### src/rtl/vga_fb_arbiter_if.sv
// Host access bus for the framebuffer arbiter: request/acknowledge handshake
// with word address, write data and read data.
interface vga_fb_arbiter_if #(
    parameter int ADDR_W = 15
);
    logic              host_req;
    logic              host_we;
    logic [ADDR_W-1:0] host_addr;
    logic [15:0]       host_wdata;
    logic              host_ack;
    logic [15:0]       host_rdata;

    modport master (
        output host_req,
        output host_we,
        output host_addr,
        output host_wdata,
        input  host_ack,
        input  host_rdata
    );

    modport slave (
        input  host_req,
        input  host_we,
        input  host_addr,
        input  host_wdata,
        output host_ack,
        output host_rdata
    );
endinterface

### src/rtl/vga_fb_arbiter.sv
// Single-port framebuffer arbiter: prefetches the next display line into a
// double-banked line buffer and fits host accesses into the idle gaps.
module vga_fb_arbiter #(
    parameter int H_DISPLAY      = 640,
    parameter int V_DISPLAY      = 480,
    parameter int V_TOTAL        = 525,
    parameter int WORDS_PER_LINE = 40,
    parameter int ADDR_W         = 15
) (
    input  logic              clk,
    input  logic              reset,
    input  logic [9:0]        h_count,
    input  logic [9:0]        v_count,
    vga_fb_arbiter_if.slave   host,
    output logic [ADDR_W-1:0] mem_addr,
    output logic              mem_we,
    output logic [15:0]       mem_wdata,
    input  logic [15:0]       mem_rdata,
    output logic              lb_we,
    output logic [5:0]        lb_waddr,
    output logic [15:0]       lb_wdata,
    output logic              lb_bank,
    output logic              underrun
);

    typedef enum logic [1:0] {IDLE, FETCH, DRAIN, HOST} state_t;

    localparam logic [9:0]        H_DISP_L = 10'(H_DISPLAY);
    localparam logic [9:0]        V_DISP_L = 10'(V_DISPLAY);
    localparam logic [9:0]        V_LAST   = 10'(V_TOTAL - 1);
    localparam logic [5:0]        LAST_IDX = 6'(WORDS_PER_LINE - 1);
    localparam logic [ADDR_W-1:0] WPL_A    = ADDR_W'(WORDS_PER_LINE);

    state_t            state_q, state_d;
    logic [5:0]        idx_q, idx_d;
    logic [ADDR_W-1:0] base_q, base_d;
    logic              fetch_pending_q, fetch_pending_d;
    logic              host_phase_q, host_phase_d;
    logic              lb_bank_q, lb_bank_d;
    logic              underrun_q, underrun_d;
    logic [15:0]       host_rdata_q, host_rdata_d;
    logic              host_ack_q, host_ack_d;
    logic [ADDR_W-1:0] mem_addr_q, mem_addr_d;
    logic              mem_we_q, mem_we_d;
    logic [15:0]       mem_wdata_q, mem_wdata_d;
    logic              lb_we_q, lb_we_d;
    logic [5:0]        lb_waddr_q, lb_waddr_d;

    logic [9:0]        target;
    logic              trigger;
    logic [ADDR_W-1:0] trig_base;

    assign target    = (v_count == V_LAST) ? 10'd0 : v_count + 10'd1;
    assign trigger   = (h_count == H_DISP_L) && (target < V_DISP_L);
    assign trig_base = ADDR_W'(target) * WPL_A;

    // Next-state logic; bus strobes are derived from the next state so that
    // they come straight out of flops in the cycle the state is entered.
    always_comb begin
        state_d         = state_q;
        idx_d           = idx_q;
        base_d          = base_q;
        fetch_pending_d = fetch_pending_q;
        host_phase_d    = 1'b0;
        lb_bank_d       = lb_bank_q;
        host_rdata_d    = host_rdata_q;
        underrun_d      = underrun_q |
                          (((state_q == FETCH) || (state_q == DRAIN)) && (h_count == 10'd0));

        case (state_q)
            IDLE: begin
                if (trigger) begin
                    state_d = FETCH;
                    idx_d   = 6'd0;
                    base_d  = trig_base;
                end else if (fetch_pending_q) begin
                    state_d         = FETCH;
                    idx_d           = 6'd0;
                    fetch_pending_d = 1'b0;
                end else if (host.host_req) begin
                    state_d = HOST;
                end
            end
            HOST: begin
                if (trigger) begin
                    fetch_pending_d = 1'b1;
                    base_d          = trig_base;
                end
                if (!host_phase_q) begin
                    host_phase_d = 1'b1;
                end else begin
                    if (!host.host_we) begin
                        host_rdata_d = mem_rdata;
                    end
                    // A trigger seen at any point of the access starts the fetch immediately after it.
                    if (trigger || fetch_pending_q) begin
                        state_d         = FETCH;
                        idx_d           = 6'd0;
                        fetch_pending_d = 1'b0;
                    end else begin
                        state_d = IDLE;
                    end
                end
            end
            FETCH: begin
                if (idx_q == LAST_IDX) begin
                    state_d = DRAIN;
                end else begin
                    idx_d = idx_q + 6'd1;
                end
            end
            DRAIN: begin
                state_d   = IDLE;
                idx_d     = 6'd0;
                lb_bank_d = ~lb_bank_q;
            end
            default: begin
                state_d = IDLE;
            end
        endcase

        mem_addr_d  = '0;
        mem_we_d    = 1'b0;
        mem_wdata_d = 16'd0;
        if (state_d == FETCH) begin
            mem_addr_d = base_d + ADDR_W'(idx_d);
        end else if ((state_d == HOST) && !host_phase_d) begin
            mem_addr_d  = host.host_addr;
            mem_we_d    = host.host_we;
            mem_wdata_d = host.host_we ? host.host_wdata : 16'd0;
        end
        host_ack_d = (state_d == HOST) && host_phase_d;

        // Read data for a fetch arrives one cycle after its address.
        lb_we_d    = (state_q == FETCH);
        lb_waddr_d = (state_q == FETCH) ? idx_q : 6'd0;
    end

    always_ff @(posedge clk) begin
        if (reset) begin
            state_q         <= IDLE;
            idx_q           <= 6'd0;
            base_q          <= '0;
            fetch_pending_q <= 1'b0;
            host_phase_q    <= 1'b0;
            lb_bank_q       <= 1'b0;
            underrun_q      <= 1'b0;
            host_rdata_q    <= 16'd0;
            host_ack_q      <= 1'b0;
            mem_addr_q      <= '0;
            mem_we_q        <= 1'b0;
            mem_wdata_q     <= 16'd0;
            lb_we_q         <= 1'b0;
            lb_waddr_q      <= 6'd0;
        end else begin
            state_q         <= state_d;
            idx_q           <= idx_d;
            base_q          <= base_d;
            fetch_pending_q <= fetch_pending_d;
            host_phase_q    <= host_phase_d;
            lb_bank_q       <= lb_bank_d;
            underrun_q      <= underrun_d;
            host_rdata_q    <= host_rdata_d;
            host_ack_q      <= host_ack_d;
            mem_addr_q      <= mem_addr_d;
            mem_we_q        <= mem_we_d;
            mem_wdata_q     <= mem_wdata_d;
            lb_we_q         <= lb_we_d;
            lb_waddr_q      <= lb_waddr_d;
        end
    end

    assign mem_addr        = mem_addr_q;
    assign mem_we          = mem_we_q;
    assign mem_wdata       = mem_wdata_q;
    assign lb_we           = lb_we_q;
    assign lb_waddr        = lb_waddr_q;
    assign lb_wdata        = lb_we_q ? mem_rdata : 16'd0;
    assign lb_bank         = lb_bank_q;
    assign underrun        = underrun_q;
    assign host.host_ack   = host_ack_q;
    // Read data is forwarded straight from memory in the acknowledge cycle, then held.
    assign host.host_rdata = (host_ack_q && !host.host_we) ? mem_rdata : host_rdata_q;

endmodule

### src/flat_wrapper.sv
// flat-port wrapper written by rule: the top's interface ports become plain ports
module vga_fb_arbiter_flat 
#(
    parameter int H_DISPLAY      = 640,
    parameter int V_DISPLAY      = 480,
    parameter int V_TOTAL        = 525,
    parameter int WORDS_PER_LINE = 40,
    parameter int ADDR_W         = 15
)
  (clk, reset, h_count, v_count, mem_addr, mem_we, mem_wdata, mem_rdata, lb_we, lb_waddr, lb_wdata, lb_bank, underrun, host_host_req, host_host_we, host_host_addr, host_host_wdata, host_host_ack, host_host_rdata);
  vga_fb_arbiter_if #(.ADDR_W(ADDR_W)) host_i ();
  input  logic clk;
  input  logic reset;
  input  logic [9:0] h_count;
  input  logic [9:0] v_count;
  output logic [ADDR_W-1:0] mem_addr;
  output logic mem_we;
  output logic [15:0] mem_wdata;
  input  logic [15:0] mem_rdata;
  output logic lb_we;
  output logic [5:0] lb_waddr;
  output logic [15:0] lb_wdata;
  output logic lb_bank;
  output logic underrun;
  input wire logic [$bits(host_i.host_req)-1:0] host_host_req;
  input wire logic [$bits(host_i.host_we)-1:0] host_host_we;
  input wire logic [$bits(host_i.host_addr)-1:0] host_host_addr;
  input wire logic [$bits(host_i.host_wdata)-1:0] host_host_wdata;
  output wire logic [$bits(host_i.host_ack)-1:0] host_host_ack;
  output wire logic [$bits(host_i.host_rdata)-1:0] host_host_rdata;
  assign host_i.host_req = host_host_req;
  assign host_i.host_we = host_host_we;
  assign host_i.host_addr = host_host_addr;
  assign host_i.host_wdata = host_host_wdata;
  assign host_host_ack = host_i.host_ack;
  assign host_host_rdata = host_i.host_rdata;
  vga_fb_arbiter #(.H_DISPLAY(H_DISPLAY), .V_DISPLAY(V_DISPLAY), .V_TOTAL(V_TOTAL), .WORDS_PER_LINE(WORDS_PER_LINE), .ADDR_W(ADDR_W)) u_core (.clk(clk), .reset(reset), .h_count(h_count), .v_count(v_count), .host(host_i), .mem_addr(mem_addr), .mem_we(mem_we), .mem_wdata(mem_wdata), .mem_rdata(mem_rdata), .lb_we(lb_we), .lb_waddr(lb_waddr), .lb_wdata(lb_wdata), .lb_bank(lb_bank), .underrun(underrun));
endmodule
### config.mk
export PLATFORM = sky130hd
export DESIGN_NAME = vga_fb_arbiter_flat
export DESIGN_NICKNAME = d
export VERILOG_FILES = /design/src/rtl/vga_fb_arbiter_if.sv /design/src/rtl/vga_fb_arbiter.sv /design/src/flat_wrapper.sv
export SDC_FILE = /design/constraint.sdc
export NUM_CORES = 1
export LEC_CHECK = 0
export ABC_AREA = 1
export BUFFER_PORTS_ARGS = -buffer_cell sky130_fd_sc_hd__buf_2
export CORE_UTILIZATION = 45
export DETAILED_ROUTE_END_ITERATION = 8
export HOLD_SLACK_MARGIN = 0.03
export PLACE_DENSITY_LB_ADDON = 0.12
export SLEW_MARGIN = 20
export SYNTH_ARGS = -nofsm -noshare
export SYNTH_HDL_FRONTEND = slang
export SYNTH_SLANG_ARGS = --single-unit
### constraint.sdc
create_clock -name clk -period 3.7 [get_ports clk]
set_input_delay 0.37 -clock clk [delete_from_list [all_inputs] [get_ports clk]]
set_output_delay 0.37 -clock clk [all_outputs]
set_load 0.05 [all_outputs]
==> results.txt, run 1 <==
Status -> finished, final reports clean
CP delay by family, top -> simple AND/OR/NAND/NOR gates
Clk slew on worst S/H paths -> 0.08 ns
Total CTS buffers -> 9
WS Path Type -> reg -> reg
Post-synthesis register bit count -> 83
Crit path time final -> 3.326 ns
DP HPWL -> 9145 µm
Post-DP Area -> 5725 µm²
Input/output buffers -> 144
Max Slew Vio Count -> 0
Leading cell type in the layout, fill and taps excluded -> buf_2
Post-synth EDFFs -> 0
DRC viols -> 0
Clock sink total -> 83
Number of inserted diodes -> 0
Syn_nets -> 766
Max Fclk -> 300.7 MHz
Max incr delay on CP -> 0.46 ns
Max Fanout on Critical Path -> 6
WL per Instance -> 12.18 µm
Hold_ws -> 0.2292 ns
Gr usage total -> 21.22%
Leak pwr -> 0.003262 µW
Dpl ws -> -0.06423 ns
Combinational power share -> 32.3%
Share of cells above drive strength 1 -> 29.91%
Via density -> 4.769
Global-route wire length before repair -> 19220 µm
Final core utilization -> 57.54%
Number of global-route vias before repair -> 4228
Die Wd -> 105.7 µm
Slowest-stage cell, CP -> dfxtp_1
Worst-Margin Slew -> 0.7054 ns
Largest net degree at the start of global routing -> 45
Critical Path End Type -> register
I/O pin cnt -> 145
CTS tree -> done
Max IR drop VDD -> 188.5 µV
Rows -> 37
Die height -> 105.7 µm
Relative slew slack -> 52.98%
Final Instance Area -> 5967 µm²
Clock power frac -> 27.8%
Post-route setup slack -> 0.3742 ns
Clock latency on the worst-skew pair -> 0.35 ns
Final Cycle Share -> 89.89%
Initial antenna violation count -> 0
Synthesized instance count -> 664
1st-pass router iterations -> 4
Initial Util -> 46.69%
CORE AREA -> 10370 µm²
Mapped Area -> 4842 µm²
Count of final setup violators -> 0
Buf/Inv on CP -> 2
Fillcell total -> 1020
Hold_buf cts -> 0
Grt total ovfl -> 0
Synth warn -> 0
Sequential Power Share -> 39.9%
Root Buffer -> clkbuf_8
Most frequent cells in the layout -> buf_2 (144), nand2_1 (129), inv_1 (107)
Total Power -> 2446 µW
Number of H-tree levels -> 3
Final hold vios -> 0
DRT iter0 DRCs -> 240
Critical-path cell list -> ha_1, nand2_1, nor4_2, inv_1, nor2_1, nand2_1, o211ai_1, a22oi_2, inv_1, ha_1, fa_1, nand2_1, nand2_1, a21oi_2, nor2_1, nor2_1, o21bai_2, nand3_2, nor2_4, nand3_1, nand2_1, nand3_1, a21oi_1
HP Class -> in -> reg
Nets -> 916
Async SR Flop Fraction -> 0%
MaxCap Viol Count -> 0
Net Sw Frac -> 38.14%
Register area share after synthesis -> 34.32%
Net Switching -> 932.7 µW
Remaining antenna violation count after routing -> 0
Power density over the cells -> 409.8 nW/µm²
CTS Buffer Depth -> 2
Synth-to-Final Area Change -> 23.23%
Synth cell types -> 45
Die Area -> 11180 µm²
DRT Wirelength -> 11640 µm
Required @ worst endpoint -> 3.97 ns
Arrival @ worst endpoint -> 3.60 ns
Via count -> 4554
RD Place Congestion -> 0.8737
Ys flop type -> dfxtp_1
Clk_skew -> 0.01357 ns
Crit start category -> register
CP most frequent cell -> nand2_1
Synth Area per Inst -> 7.292 µm²
Internal power -> 1513 µW
[layout make-up]
cell class                 count  area (µm²)  area share (%)
tap                          136       170.2           2.852
sequential                    83        1662           27.85
timing repair buffer         156       810.8           13.59
clock buffer                  11       151.4           2.537
clock inverter                 5       60.06           1.007
inverter                     113       425.4           7.129
multi-input combinational    451        2688           45.04
[state kept, by name (all words and copies together), names as in the netlist, 2 cells and up]
signal / count
u_core.host_rdata_q: 16
u_core.mem_addr: 15
u_core.idx_q: 6
u_core.state_q: 2
u_core.base_q: 15
u_core.mem_wdata: 16
u_core.lb_waddr: 6
[synth_stat cells, types with 3 or more instances]
library cell	n	area, µm²
nand4_1	13	81.33
nand2_1	130	488.0
xor2_1	5	43.79
buf_2	5	25.02
a211oi_1	4	30.03
inv_2	5	18.77
nand3_2	4	40.04
nor3_1	8	40.04
dfxtp_1	83	1662
o21ai_0	26	130.1
inv_1	107	401.6
nand3_1	27	135.1
mux2_2	16	180.2
nor2_1	85	319.1
clkbuf_1	9	33.78
nor2_2	4	25.02
xnor2_1	6	52.55
a22oi_1	3	22.52
nand2_2	5	31.28
o21ai_2	3	26.28
nor2_4	12	135.1
a21oi_1	39	195.2
ha_1	29	362.9
or2_2	5	31.28
[worst reg2reg max path, stage by stage (launching register included)]
cell      delay, ns
dfxtp_1        0.46
ha_1           0.21
nand2_1        0.10
nor4_2         0.20
inv_1          0.08
nor2_1         0.22
nand2_1        0.09
o211ai_1       0.13
a22oi_2        0.09
inv_1          0.06
ha_1           0.18
fa_1           0.19
nand2_1        0.07
nand2_1        0.07
a21oi_2        0.05
nor2_1         0.11
nor2_1         0.06
o21bai_2       0.18
nand3_2        0.16
nor2_4         0.16
nand3_1        0.10
nand2_1        0.07
nand3_1        0.07
a21oi_1        0.14
[kinds of logic after synthesis]
kind of cell | synth area share [%]
buffers and inverters | 10.80
adders and majority gates | 8.320
DFF | 34.32
muxes | 3.721
xor gates and xnor gates | 1.990
and+or+nand+nor | 30.23
AOI/OAI and AO/OA | 10.62
[timing repair]
action                     CTS  global route
resized for setup            0             8
setup endpoints to repair    0             5
hold endpoints to repair     0             0
setup buffers                0             0
[per-stage QoR]
stage                     instances  TNS (ns)
after floorplan                 664         0
after global placement          939         0
after detailed placement        939   -0.2388
after CTS                       955         0
after global routing            955  -0.05138
final                           955         0
[worst paths after layout]
path	to	start	slack [ns]	cells after the start
max reg2reg	u_core.mem_addr[14]	u_core.idx_q[1]	0.37	23
min reg2reg	u_core.base_q[1]	u_core.base_q[1]	0.46	2
min	u_core.mem_wdata[6]	host_host_wdata[6]	0.23	3
max	u_core.mem_addr[14]	u_core.idx_q[1]	0.37	23
[layer usage]
metal | share of wire (%) | track usage, %
met5 | 0 | 0
met4 | 1.0 | 5.952
met1 | 47 | 27.90
met3 | 5.9 | 3.030
met2 | 46 | 36.09
[power groups by stage]
stage / logic (µW) / registers [µW] / clock network (µW)
finish: 789 / 977 / 680
global route: 869 / 984 / 736
CTS: 788 / 976 / 701
detailed placement: 784 / 997 / 0
global placement: 777 / 995 / 0
floorplan: 473 / 1120 / 0
Note: power is estimated with default switching activity, not from simulation.
==> inputs of run 2 (changes only) <==
clock period = 3.85 ns   (was 3.7 ns; I/O delays follow)
==> results.txt, run 2 (synthesis results as in run 1) <==
Hold_buf cts -> 0
Die height -> 105.7 µm
Clk slew on worst S/H paths -> 0.08 ns
DRT Wirelength -> 11550 µm
Count of final setup violators -> 0
Post-DP Area -> 5688 µm²
Gr usage total -> 20.80%
Global-route wire length before repair -> 18910 µm
Reg2Reg Setup Slack -> 0.44 ns
I/O pin cnt -> 145
Initial Util -> 46.69%
Max Slew Vio Count -> 0
Remaining antenna violation count after routing -> 0
Required @ worst endpoint -> 4.12 ns
DRC viols -> 0
Setup tns final -> 0 ns
Most frequent cells in the layout -> buf_2 (144), nand2_1 (130), inv_1 (107)
Leak pwr -> 0.003234 µW
Synth-to-Final Area Change -> 21.91%
Worst Hold Endpoint -> u_core.mem_wdata[6]
Clk_skew -> 0.01406 ns
RSZ-0062 raised after global routing -> no
Final hold vios -> 0
CP most frequent cell -> nand2_1
MaxCap Viol Count -> 0
Relative slew slack -> 52.36%
Reg2reg end -> u_core.mem_addr[12]
Via density -> 4.820
Max incr delay on CP -> 0.38 ns
Worst r2r src -> u_core.idx_q[0]
Total Power -> 2346 µW
Number of setup buffers added after CTS -> 0
Die Area -> 11180 µm²
Reg2Reg Depth -> 23
Crit path time final -> 3.462 ns
Rows -> 37
Power density over the cells -> 397.4 nW/µm²
Total CTS buffers -> 9
Clock latency on the worst-skew pair -> 0.35 ns
Largest net degree at the start of global routing -> 45
Root Buffer -> clkbuf_8
Grt total ovfl -> 0
Input/output buffers -> 144
Arrival @ worst endpoint -> 3.74 ns
Nets -> 911
Max Fanout on Critical Path -> 6
Hold path cells -> 3
RD Place Congestion -> 0.8822
WS Path Type -> in -> reg
1st-pass router iterations -> 5
CORE AREA -> 10370 µm²
Fillcell total -> 1002
DP HPWL -> 8967 µm
Slowest-stage cell, CP -> fa_1
Leading cell type in the layout, fill and taps excluded -> buf_2
Number of H-tree levels -> 3
Initial antenna violation count -> 0
Status -> finished, final reports clean
Number of global-route vias before repair -> 4114
WL per Instance -> 12.16 µm
Hold path start -> host_host_wdata[6]
Max IR drop VDD -> 200.3 µV
Max Fclk -> 288.8 MHz
Final Cycle Share -> 89.93%
Die Wd -> 105.7 µm
Final Instance Area -> 5903 µm²
CTS Buffer Depth -> 2
DRT iter0 DRCs -> 220
Worst-Margin Slew -> 0.7146 ns
CTS resizes -> 0
CTS tree -> done
Crit start category -> input port
Clock sink total -> 83
Number of inserted diodes -> 0
Critical Path End Type -> register
HP Class -> in -> reg
Post-route setup slack -> 0.3876 ns
Dpl ws -> 0.03321 ns
Share of cells above drive strength 1 -> 28.62%
Via count -> 4579
## run 2: per-stage QoR
| step | cells | hold slack (ns) | util [%] |
|---|---|---|---|
| floorplan | 664 | 0.4247 | - |
| global placement | 934 | 0.4406 | 54.85 |
| detailed placement | 934 | 0.4476 | 54.85 |
| CTS | 950 | 0.2349 | 56.89 |
| global route | 950 | 0.2412 | 56.93 |
| finish | 950 | 0.2469 | 56.93 |
## run 2: cell type report
cell class	count	area, µm²	area share [%]
multi-input cells	451	2661	45.08
well taps	136	170.2	2.883
flip-flops and latches	83	1662	28.15
clock buffers	11	151.4	2.565
inverters	113	425.4	7.206
clock inverters	5	60.06	1.017
repair buffers	151	773.2	13.10
## run 2: where the power goes
group	switching (µW)	internal [µW]	total, µW
registers	35.0	905	940
clock network	318	338	655
logic	544	207	751
## run 2: per-layer routing
layer | wire length [µm] | GRT usage [%]
met5 | 0 | 0
met3 | 689 | 3.401
met4 | 88 | 5.357
met2 | 5271 | 34.03
met1 | 5504 | 28.37
## run 2: worst max-delay path by stage
stage / from / end / slack [ns] / depth (start not counted)
global route: u_core.idx_q[1] / u_core.mem_addr[10] / 0.01 / 22
global placement: v_count[0] / u_core.mem_addr[10] / 0.15 / 29
finish: v_count[0] / u_core.mem_addr[10] / 0.39 / 29
floorplan: v_count[0] / u_core.mem_addr[6] / 0.49 / 26
detailed placement: v_count[0] / u_core.mem_addr[6] / 0.03 / 27
CTS: v_count[0] / u_core.mem_addr[10] / 0.39 / 29
## run 2: critical path, delay by kind of cell
family                   cells  cell delay, ns
AO/OA/AOI/OAI                5            0.68
XOR/XNOR                     1            0.12
adder cells (fa/ha/maj)      3            0.72
buffers and inverters        4            0.36
AND/OR/NAND/NOR             16            1.48
